### src/rtl/seg_scan_driver.sv
// Time-multiplexed driver for two 4-digit seven-segment groups (left/right).
// Frames are latched via load/ready and scanned one digit per slot with registered pins.
module seg_scan_driver #(
    parameter int SCAN_DIV  = 100_000,
    parameter int BLINK_DIV = 50_000_000
) (
    input  logic        clk,
    input  logic        rst,
    input  logic        load,
    input  logic [31:0] digits,
    input  logic [7:0]  dp_mask,
    input  logic [7:0]  blink_mask,
    input  logic [1:0]  lz_blank,
    output logic        ready,
    output logic [7:0]  led_l,
    output logic [7:0]  led_r,
    output logic [3:0]  ena_l,
    output logic [3:0]  ena_r
);

    localparam int DIV_W = $clog2(SCAN_DIV);
    localparam int BLK_W = $clog2(BLINK_DIV);
    localparam logic [DIV_W-1:0] DIV_LAST = DIV_W'(SCAN_DIV - 1);
    localparam logic [BLK_W-1:0] BLK_LAST = BLK_W'(BLINK_DIV - 1);

    typedef struct packed {
        logic [31:0] digits;
        logic [7:0]  dp;
        logic [7:0]  blink;
        logic [1:0]  lz;
    } frame_t;

    localparam frame_t FRAME_RST = '{digits: 32'hFFFF_FFFF, dp: 8'h00, blink: 8'h00, lz: 2'b00};

    function automatic logic [7:0] seg_code(input logic [3:0] code);
        case (code)
            4'h0:    seg_code = 8'hFC;
            4'h1:    seg_code = 8'h60;
            4'h2:    seg_code = 8'hDA;
            4'h3:    seg_code = 8'hF2;
            4'h4:    seg_code = 8'h66;
            4'h5:    seg_code = 8'hB6;
            4'h6:    seg_code = 8'hBE;
            4'h7:    seg_code = 8'hE0;
            4'h8:    seg_code = 8'hFE;
            4'h9:    seg_code = 8'hF6;
            4'hA:    seg_code = 8'h02;
            4'hB:    seg_code = 8'h9E;
            4'hC:    seg_code = 8'h6E;
            4'hD:    seg_code = 8'h1C;
            4'hE:    seg_code = 8'hCE;
            default: seg_code = 8'h00;
        endcase
    endfunction

    function automatic logic [3:0] nibble(input logic [15:0] grp, input logic [1:0] sel);
        case (sel)
            2'd0:    nibble = grp[3:0];
            2'd1:    nibble = grp[7:4];
            2'd2:    nibble = grp[11:8];
            2'd3:    nibble = grp[15:12];
            default: nibble = 4'h0;
        endcase
    endfunction

    function automatic logic [3:0] onehot(input logic [1:0] sel);
        case (sel)
            2'd0:    onehot = 4'b0001;
            2'd1:    onehot = 4'b0010;
            2'd2:    onehot = 4'b0100;
            2'd3:    onehot = 4'b1000;
            default: onehot = 4'b0000;
        endcase
    endfunction

    // A digit is a leading zero only while every more-significant digit is also zero.
    function automatic logic [3:0] lz_mask(input logic [15:0] grp, input logic en);
        logic b3;
        logic b2;
        logic b1;
        b3 = en && (grp[15:12] == 4'h0);
        b2 = b3 && (grp[11:8] == 4'h0);
        b1 = b2 && (grp[7:4] == 4'h0);
        lz_mask = {b3, b2, b1, 1'b0};
    endfunction

    function automatic logic [7:0] digit_led(input logic [15:0] grp, input logic [1:0] sel,
                                             input logic [3:0] dp4, input logic [3:0] blink4,
                                             input logic lz_en, input logic phase);
        logic [3:0] lzm;
        logic       blank;
        lzm   = lz_mask(grp, lz_en);
        blank = lzm[sel] || (phase && blink4[sel]);
        if (blank) begin
            digit_led = 8'h00;
        end else begin
            digit_led = seg_code(nibble(grp, sel)) | {7'b0000000, dp4[sel]};
        end
    endfunction

    logic [DIV_W-1:0] div_q, div_d;
    logic [1:0]       idx_q, idx_d;
    logic [BLK_W-1:0] blk_cnt_q, blk_cnt_d;
    logic             phase_q, phase_d;
    logic             ready_q, ready_d;
    frame_t           pend_q, pend_d;
    frame_t           act_q, act_d;
    logic [7:0]       led_l_q, led_l_d;
    logic [7:0]       led_r_q, led_r_d;
    logic [3:0]       ena_l_q, ena_l_d;
    logic [3:0]       ena_r_q, ena_r_d;
    logic             div_term_s;

    // Next-state: slot divider, blink phase, frame handshake and segment decode.
    always_comb begin
        div_d      = div_q;
        idx_d      = idx_q;
        blk_cnt_d  = blk_cnt_q;
        phase_d    = phase_q;
        ready_d    = ready_q;
        pend_d     = pend_q;
        act_d      = act_q;
        div_term_s = (div_q == DIV_LAST);

        if (div_term_s) begin
            div_d = '0;
            idx_d = idx_q + 2'd1;
        end else begin
            div_d = div_q + DIV_W'(1);
            idx_d = idx_q;
        end

        if (blk_cnt_q == BLK_LAST) begin
            blk_cnt_d = '0;
            phase_d   = ~phase_q;
        end else begin
            blk_cnt_d = blk_cnt_q + BLK_W'(1);
            phase_d   = phase_q;
        end

        // ready low means a pending frame waits for the next slot boundary.
        if (ready_q) begin
            if (load) begin
                pend_d  = '{digits: digits, dp: dp_mask, blink: blink_mask, lz: lz_blank};
                ready_d = 1'b0;
            end else begin
                pend_d  = pend_q;
                ready_d = 1'b1;
            end
        end else if (div_term_s) begin
            act_d   = pend_q;
            ready_d = 1'b1;
        end else begin
            act_d   = act_q;
            ready_d = 1'b0;
        end

        led_r_d = digit_led(act_q.digits[15:0], idx_q, act_q.dp[3:0], act_q.blink[3:0],
                            act_q.lz[0], phase_q);
        led_l_d = digit_led(act_q.digits[31:16], idx_q, act_q.dp[7:4], act_q.blink[7:4],
                            act_q.lz[1], phase_q);
        ena_r_d = onehot(idx_q);
        ena_l_d = onehot(idx_q);
    end

    // State and output registers with synchronous reset.
    always_ff @(posedge clk) begin
        if (rst) begin
            div_q     <= '0;
            idx_q     <= 2'd0;
            blk_cnt_q <= '0;
            phase_q   <= 1'b0;
            ready_q   <= 1'b1;
            pend_q    <= FRAME_RST;
            act_q     <= FRAME_RST;
            led_l_q   <= 8'h00;
            led_r_q   <= 8'h00;
            ena_l_q   <= 4'b0000;
            ena_r_q   <= 4'b0000;
        end else begin
            div_q     <= div_d;
            idx_q     <= idx_d;
            blk_cnt_q <= blk_cnt_d;
            phase_q   <= phase_d;
            ready_q   <= ready_d;
            pend_q    <= pend_d;
            act_q     <= act_d;
            led_l_q   <= led_l_d;
            led_r_q   <= led_r_d;
            ena_l_q   <= ena_l_d;
            ena_r_q   <= ena_r_d;
        end
    end

    assign ready = ready_q;
    assign led_l = led_l_q;
    assign led_r = led_r_q;
    assign ena_l = ena_l_q;
    assign ena_r = ena_r_q;

endmodule
### config.mk
export PLATFORM = sky130hd
export DESIGN_NAME = seg_scan_driver
export DESIGN_NICKNAME = d
export VERILOG_FILES = /design/src/rtl/seg_scan_driver.sv
export SDC_FILE = /design/constraint.sdc
export NUM_CORES = 1
export LEC_CHECK = 0
export CAP_MARGIN = 10
export CORE_UTILIZATION = 53
export CTS_BUF_LIST = sky130_fd_sc_hd__clkbuf_8
export DETAILED_ROUTE_END_ITERATION = 10
export PLACE_DENSITY = 0.83
export SLEW_MARGIN = 10
export SYNTH_ARGS = -nofsm -noshare
export SYNTH_HDL_FRONTEND = slang
export SYNTH_SLANG_ARGS = --single-unit
### constraint.sdc
create_clock -name clk -period 2.8 [get_ports clk]
set_input_delay 0.56 -clock clk [delete_from_list [all_inputs] [get_ports clk]]
set_output_delay 0.56 -clock clk [all_outputs]
set_load 0.02 [all_outputs]
### After elaboration in Yosys (flattened, before gate mapping)

Memories as Yosys holds them, arrays and structs flattened.
Index checks and enable logic that the tools add are counted.

| storage, ports and cells | value |
|---|---|
| logic and storage cells | 76 |
| register bits | 167 |
| output and inout bits | 25 |
| ROM bits | 224 |
| memories kept | 2 |
| bits in writable memories | 0 |
| bits of input ports | 53 |
| latch bits | 0 |

| cells by class | value |
|---|---|
| multiply operators | 0 |
| equality and inequality tests | 5 |
| muxes and demuxes | 22 |
| divide/modulo/power cells | 0 |
| bitwise gates (word level) | 4 |
| shift-type cells | 0 |
| order comparisons | 1 |
| reduce and logical (&&, ||, !) cells | 23 |
| $add $sub $neg | 3 |

Memories:

| name | depth | bits a word | rd ports | clocked after Yosys merged registers in | wr ports | RTL line | RTL |
|---|---|---|---|---|---|---|---|
| (no name shown) | 16 | 7 | 1 | 0 | 0 | 36 | `case (code)` |
| (no name shown) | 16 | 7 | 1 | 0 | 0 | 36 |  |

Operators with widths:

| kind | count |
|---|---|
| 4-bit one-hot mux with 4 select lines | 3 |
| 26-bit by 1-bit adder with 26-bit output (second input constant) | 1 |
| 26-bit == test (second input constant) | 1 |
| 4-bit logical NOT | 6 |
| 17-bit by 1-bit adder with 17-bit output (second input constant) | 1 |
| 17-bit == test (second input constant) | 1 |
| 8-bit 2-to-1 mux | 2 |
| 8-bit by 1-bit OR with 8-bit output | 2 |
| 1-bit binary-select mux with 2-bit select | 6 |
| 1-bit 2-to-1 mux | 9 |
| 1-bit logical AND | 8 |
| 4-bit 2-to-1 mux | 2 |
| 2-bit OR reduction | 4 |
| 2-bit == test (second input constant) | 2 |
| 2-bit AND reduction | 2 |
| 2-bit by 3-bit less-than comparator with 1-bit output (second input constant) | 1 |
| 2-bit by 1-bit adder with 2-bit output (second input constant) | 1 |
| 2-bit by 1-bit == test with 1-bit output (second input constant) | 1 |
| 2-bit logical NOT | 1 |
| 1-bit logical OR | 2 |
| 1-bit inverter | 2 |

### Logic depth before layout (Yosys ltp)

Gate-level depths: netlist (run 1).
An unclocked memory read counts as a cell.

| depth | value |
|---|---|
| depth in word-level cells | 11 |
| depth in mapped cells | 12 |
| mapped depth without buffers | 10 |

### Least setup slack after synthesis (run 1)

No wires, ideal clock.

| timing | value |
|---|---|
| path kind | flip-flop to flip-flop |
| from | register idx_q[0] |
| to | register led_l_q[3], in the netlist led_l[3] |
| slack | 0.130 ns |
| library setup time | 0.086 ns |
| data required time | 2.714 ns |
| data arrival time | 2.584 ns |
| path buffers | 2 |
| period minus slack after synthesis | 2.670 ns |
| cell stages (with the launch flop) | 11 |
| cell sequence | dfxtp_1 -> clkbuf_1 -> inv_1 -> ha_1 -> inv_1 -> buf_2 -> mux2i_1 -> ha_1 -> a211oi_1 -> a211oi_1 -> a211oi_1 |

| on the way | value |
|---|---|
| longest elaborated chain between the ends | 6 |
| elaborated cells on any way between the ends | 16 |
| classes of those cells | 3 x eq/ne; 7 x mux; 1 x bitwise; 4 x reduce/logical; 1 x memory |

RTL lines:

| what | RTL line | RTL |
|---|---|---|
| from (decl) | 102 | `logic [1:0] idx_q, idx_d;` |
| from (signal assigned) | 182 | `idx_q <= idx_d;` |
| 2-bit == test (tied with other cells) | 57 | `case (sel)` |
| 4-bit one-hot mux with 4 select lines | 57 |  |
| 4-bit 2-to-1 mux | 94 | `if (blank) begin` |
| memory 16 x 7 bit | -- |  |
| 8-bit 2-to-1 mux | 94 |  |
| 8-bit by 1-bit OR with 8-bit output | 97 | `digit_led = seg_code(nibble(grp, sel)) \| {7'b0000000, dp4[sel]};` |
| to (signal assigned) | 188 | `led_l_q <= led_l_d;` |
| to (decl) | 108 | `logic [7:0] led_l_q, led_l_d;` |

Several ways; a longest one is shown, not always the timed one. The select of a mux whose other input is x is not followed.
A chain may end at the register's enable or synchronous reset.

### Worst setup path in the final report (run 1)

| timing | value |
|---|---|
| from | register idx_q[0] |
| to | register led_r_q[3], in the netlist led_r[3] |

| on the way | value |
|---|---|
| longest elaborated chain between the ends | 6 |
| elaborated cells on any way between the ends | 16 |
| classes of those cells | 3 x eq/ne; 7 x mux; 1 x bitwise; 4 x reduce/logical; 1 x memory |

RTL lines:

| what | RTL line | RTL |
|---|---|---|
| 2-bit == test (tied with other cells) | 57 |  |
| 4-bit one-hot mux with 4 select lines | 57 |  |
| 4-bit 2-to-1 mux | 94 |  |
| memory 16 x 7 bit | -- |  |
| 8-bit 2-to-1 mux | 94 |  |
| 8-bit by 1-bit OR with 8-bit output | 97 |  |
| to (signal assigned) | 189 | `led_r_q <= led_r_d;` |
| to (decl) | 109 | `logic [7:0] led_r_q, led_r_d;` |

Several ways; a longest one is shown, not always the timed one. The select of a mux whose other input is x is not followed.

==> results of run 1 <==
==> flip-flops by register name, summed over array words and instances, names as in the netlist <==
| name | cells |
|---|---|
| div_q | 17 |
| ready | 1 |
| act_q | 50 |
| led_r | 8 |
| led_l | 8 |
| idx_q | 2 |
| pend_q | 50 |
| blk_cnt_q | 26 |
| ena_r | 4 |
| phase_q | 1 |
==> per-layer routing <==
| metal | wire [um] | up-vias |
|---|---|---|
| li1 | - | 3075 |
| met1 | 7030 | 2842 |
| met2 | 7300 | 153 |
| met3 | 779 | 23 |
| met4 | 226 | 0 |
| met5 | 0 | - |
==> cell families after synthesis <==
family,after synthesis,share of synthesized area [%]
AO/OA/AOI/OAI,149,13.1
XOR/XNOR,24,2.85
adder cells (fa/ha/maj),21,3.56
buffers and inverters,91,5.17
flip-flops,167,45.3
multiplexers,50,7.49
AND/OR/NAND/NOR,347,22.5
==> worst max-delay path by stage <==
stage,start,to,slack [ps]
after floorplan,idx_q[0],led_l[3],130
after global placement,idx_q[0],led_l[3],330
after detailed placement,idx_q[0],led_r[3],210
after CTS,idx_q[0],led_r[3],180
after global routing,idx_q[0],led_r[4],10
final,idx_q[0],led_r[3],210
==> synthesized netlist by cell type (all sizes together) (16+ instances only) <==
| cell | count | area, um2 |
|---|---|---|
| a211oi | 24 | 180 |
| a21oi | 60 | 304 |
| clkbuf | 51 | 194 |
| dfxtp | 167 | 3340 |
| ha | 21 | 263 |
| inv | 27 | 101 |
| mux2i | 44 | 440 |
| nand2 | 108 | 405 |
| nand3 | 50 | 250 |
| nand4b | 18 | 158 |
| nor2 | 101 | 379 |
| o21ai | 16 | 80.1 |
| o31ai | 28 | 215 |
| xor2 | 17 | 149 |
==> power breakdown <==
part | leakage, nW | switching, mW | internal, mW | total [mW]
logic | 1.59 | 0.146 | 0.131 | 0.277
clock network | 0.202 | 0.818 | 0.817 | 1.64
registers | 1.36 | 0.0337 | 2.43 | 2.47
total | 3.15 | 0.997 | 3.38 | 4.38
==> worst max-delay path: cells and delay by family (launching register included) <==
kind | cells | cell delay [ps]
adder cells (fa/ha/maj) | 2 | 640
AO/OA/AOI/OAI | 3 | 510
multiplexers | 1 | 500
flip-flops | 1 | 470
buffers and inverters | 2 | 370
==> final cells by class <==
class	instances	share of cell area (%)
inverters	28	1.22
clock buffers	19	3.03
flip-flops and latches	167	38.7
multi-input cells	591	42.6
well taps	176	2.55
repair buffers	94	10.5
clock inverters	12	1.32
==> metrics by stage <==
step	utilization (%)	setup WS (ps)	hold slack [ps]	power [mW]
floorplan	-	130	426	2.68
global placement	61.5	335	442	2.79
detailed placement	61.5	213	448	2.80
CTS	64.3	177	429	4.41
global route	64.4	10.9	437	4.56
finish	64.4	208	456	4.38
==> impl_metrics.ini, run 1 <==
[sta]
fin_crit_sh_pct = 92.6
period_minus_slack_ps = 2590
max_freq_mhz = 386
rsz0062_at_grt = no
hold_violations = 0
worst_pin_slew_ps = 760
clock_skew_ps = 13.5
relSlewSlack_pct = 49.4
drv_slew = 0
tns_ps = 0
setup_violations = 0

[layout]
area.sequential_um2 = 3340
final_cell_mix = dfxtp_1 (167), nand2_1 (108), nor2_1 (101)
syn_to_final_growth_pct = 17.0
finalNonFillerCells = 1087
antenna_cells = 0
final_area_um2 = 8630
drive_above_1_share_pct = 6.81
fillers = 1122
final_common_cell = dfxtp_1
nets = 973
multi_input_area_um2 = 3680

[grt]
grt_pass1_wl_um = 26200
met2_usage_pct = 36.3
busiest_layer = met2
antenna_found_initial = 0
grt_max_degree = 62
met3_usage_pct = 5.80
grt_use_met1_pct = 28.6
first_global_vias = 5713
grt.overflow.total = 0
grtUsageTotal_pct = 22.4

[die]
die_area_um2 = 14400
die_y_um = 120
start_util_pct = 55.1
core_um2 = 13400
ios = 78
fp-row-count = 42
die_x_um = 120

[worst_hold_path]
hold_end = blk_cnt_q[4]
worstHoldPathCells = 2
hold_start = rst
min_path_type = input port to flip-flop

[logic_synthesis]
ys.flop_type = dfxtp_1
synth_fp_nets = 923
netlist_area_um2 = 7380
synth-warning-count = 0
ys_seq_area_share_pct = 45.3
synth_edf_count = 0
synthCells = 849
ys_async_sr_fraction_pct = 0
yosys.cell_types.count = 49
synth-seq-cells = 167
syn-mean-instance-area_um2 = 8.69

[clock_tree]
clk_pin_slew_ps = 80
post_cts_buffers = 0
cts_inserted_buffers = 17
cts_tree = built
cts.repair.resized = 0
ctsRootBufferMaster = clkbuf_8
clkSinkCount = 167
cts_max_level = 4
clockBufferDepth = 2
clock_latency_ps = 460
ctsHoldBuffers = 0

[status]
outcome = finished clean

[route]
wl_um = 15300
vias_per_cell = 5.61
drt-wirelength-per-cell_um = 14.1
firstDrtPassIters = 5
first_iter_violations = 510
vias = 6093
antenna_left = 0
drc = 0

[power_and_ir_drop]
p_leak_nw = 3.15
p_per_area_nw_per_um2 = 507
vdd_drop_max_v = 0.000367

[setup_path]
r2r_slack_ps = 210
cp.required_ps = 3150
r2r_end = led_r[3]
critPathSlowestCell = mux2i_1
worstRegToRegCells = 8
path_cells = inv_1 > ha_1 > inv_1 > mux2i_1 > ha_1 > a211oi_1 > a211oi_1 > a211oi_1
end_kind = flip-flop
cp_slowest_stage_delay_ps = 500
cp.arrival_ps = 2940
crit_type = flip-flop to flip-flop
path_max_fanout = 7
crit_top_cell = a211oi_1
worst_setup_path_start_kind = flip-flop
reg2reg_from = idx_q[0]

[place]
io_buffers = 77
place_congestion = 0.931
dp_hpwl_um = 10500
dpl_cell_area_um2 = 8240
dp_cells = 1056

[flow_run]
max_cap_viol_count = 0
(Power assumes the default switching activity.)
==> inputs of run 2 (changes only) <==
--- a/config.mk
+++ b/config.mk
@@ -5,11 +5,12 @@
 export SDC_FILE = /design/constraint.sdc
 export NUM_CORES = 1
 export LEC_CHECK = 0
+export ABC_AREA = 0
 export CAP_MARGIN = 10
 export CORE_UTILIZATION = 53
 export CTS_BUF_LIST = sky130_fd_sc_hd__clkbuf_8
 export DETAILED_ROUTE_END_ITERATION = 10
-export PLACE_DENSITY = 0.83
+export PLACE_DENSITY = 0.78
 export SLEW_MARGIN = 10
 export SYNTH_ARGS = -nofsm -noshare
 export SYNTH_HDL_FRONTEND = slang
==> run 2 against run 1 <==
Net effect:
- die area stayed put
- global-route usage is 0.13 points lower
- via count is 0.77% higher
==> impl_metrics.ini, run 2 (synthesized netlist as in run 1, its figures left out) <==
[status]
outcome = finished clean

[clock_tree]
clockBufferDepth = 2
ctsRootBufferMaster = clkbuf_8
cts_max_level = 4
clock_latency_ps = 460
cts_tree = built
cts_inserted_buffers = 17
cts.repair.resized = 0
post_cts_buffers = 0
clkSinkCount = 167
clk_pin_slew_ps = 80
ctsHoldBuffers = 0

[sta]
tns_ps = 0
setup_slack_ps = 286
drv_slew = 0
relSlewSlack_pct = 50.9
fin_crit_sh_pct = 89.8
worst_pin_slew_ps = 732
period_minus_slack_ps = 2510
holdWs_ps = 462
hold_violations = 0
rsz0062_at_grt = no
max_freq_mhz = 398
clock_skew_ps = 8.71
setup_violations = 0

[route]
drt-wirelength-per-cell_um = 14.1
wl_um = 15300
antenna_left = 0
first_iter_violations = 701
firstDrtPassIters = 7
vias = 6140
vias_per_cell = 5.65
drc = 0

[layout]
top_regs = act_q x50, pend_q x50, blk_cnt_q x26
final_cell_mix = dfxtp_1 (167), nand2_1 (108), nor2_1 (101)
antenna_cells = 0
syn_to_final_growth_pct = 17.0
drive_above_1_share_pct = 6.37
nets = 972
final_common_cell = dfxtp_1

[setup_path]
crit_type = flip-flop to flip-flop
path_cells = inv_1 > ha_1 > inv_1 > o2bb2ai_1 > inv_1 > ha_1 > a211oi_1 > a211oi_1 > a211oi_1
worstRegToRegCells = 9
critPathBufInv = 3
critPathSlowestCell = o2bb2ai_1
worst_setup_path_start_kind = flip-flop
cp.arrival_ps = 2890
critical_path.top_delay_family = compound AO/OA/AOI/OAI gates
path_max_fanout = 9
cp.required_ps = 3170
cp_num_cells = 9
cp_slowest_stage_delay_ps = 580
reg2reg_from = idx_q[0]
crit_start = idx_q[0]
end_kind = flip-flop

[place]
io_buffers = 77
place_congestion = 0.895
dp_hpwl_um = 10500
pre_cts_ws_ps = 315

[worst_hold_path]
worstHoldPathCells = 2
min_path_type = flip-flop to flip-flop
hold_start = pend_q[10]

[die]
start_util_pct = 55.1
core_um2 = 13400
die_area_um2 = 14400
die_y_um = 120
fp-row-count = 42
ios = 78
die_x_um = 120

[grt]
grt_max_degree = 72
antenna_found_initial = 0
first_global_vias = 5542
grtUsageTotal_pct = 22.3
grt_pass1_wl_um = 25800
grt.overflow.total = 0

[power_and_ir_drop]
p_per_area_nw_per_um2 = 509
vdd_drop_max_v = 0.000323
p_leak_nw = 3.15

[flow_run]
max_cap_viol_count = 0
-- run 2: cell count changes in the layout (fill, tap and decap cells not counted), sizes merged --
cell and delta:
clkinv +1, buf -1
-- run 2: where the power goes --
group	internal (mW)	switching (mW)
logic	0.135	0.145
clock network	0.817	0.829
registers	2.43	0.0351
-- run 2: worst register-to-register path: cells and delay by family (launching register included) --
family	cells	cell delay [ps]
AOI/OAI and AO/OA	4	1080
adders and majority gates	2	630
buffers and inverters	3	410
DFF	1	320
-- run 2: layout make-up --
| class | count | area [um2] |
|---|---|---|
| Sequential cell | 167 | 3340 |
| Timing Repair Buffer | 93 | 926 |
| Tap cell | 176 | 220 |
| Clock inverter | 13 | 115 |
| Inverter | 28 | 105 |
| Multi-Input combinational cell | 591 | 3660 |
| Clock buffer | 19 | 262 |
| Fill cell | 1123 | 4770 |
-- run 2: per-stage QoR --
stage          util (%)  cells  power [mW]  cell area (um2)
6_report           64.4   1087        4.39             8630
5_1_grt            64.4   1087        4.59             8630
4_1_cts            64.4   1087        4.44             8630
3_5_place_dp       61.6   1055        2.81             8260
3_3_place_gp       61.6   1055        2.80             8260
2_1_floorplan         -    849        2.68             7380
-- run 2: final timing paths --
check / end / slack, ps
worst min-delay path: pend_q[10] / 460
worst min register to register: pend_q[10] / 460
worst max-delay path: led_l[3] / 290
worst max register to register: led_l[3] / 290
-- run 2: layer usage --
metal | wire length (um) | up-vias | part of all wire [%] | global-route usage, %
met4 | 194 | 0 | 1.3 | 6.80
met1 | 7020 | 2901 | 46 | 29.2
li1 | - | 3074 | - | -
met2 | 7260 | 146 | 47 | 35.6
met3 | 812 | 19 | 5.3 | 6.18
met5 | 0 | - | 0 | 0
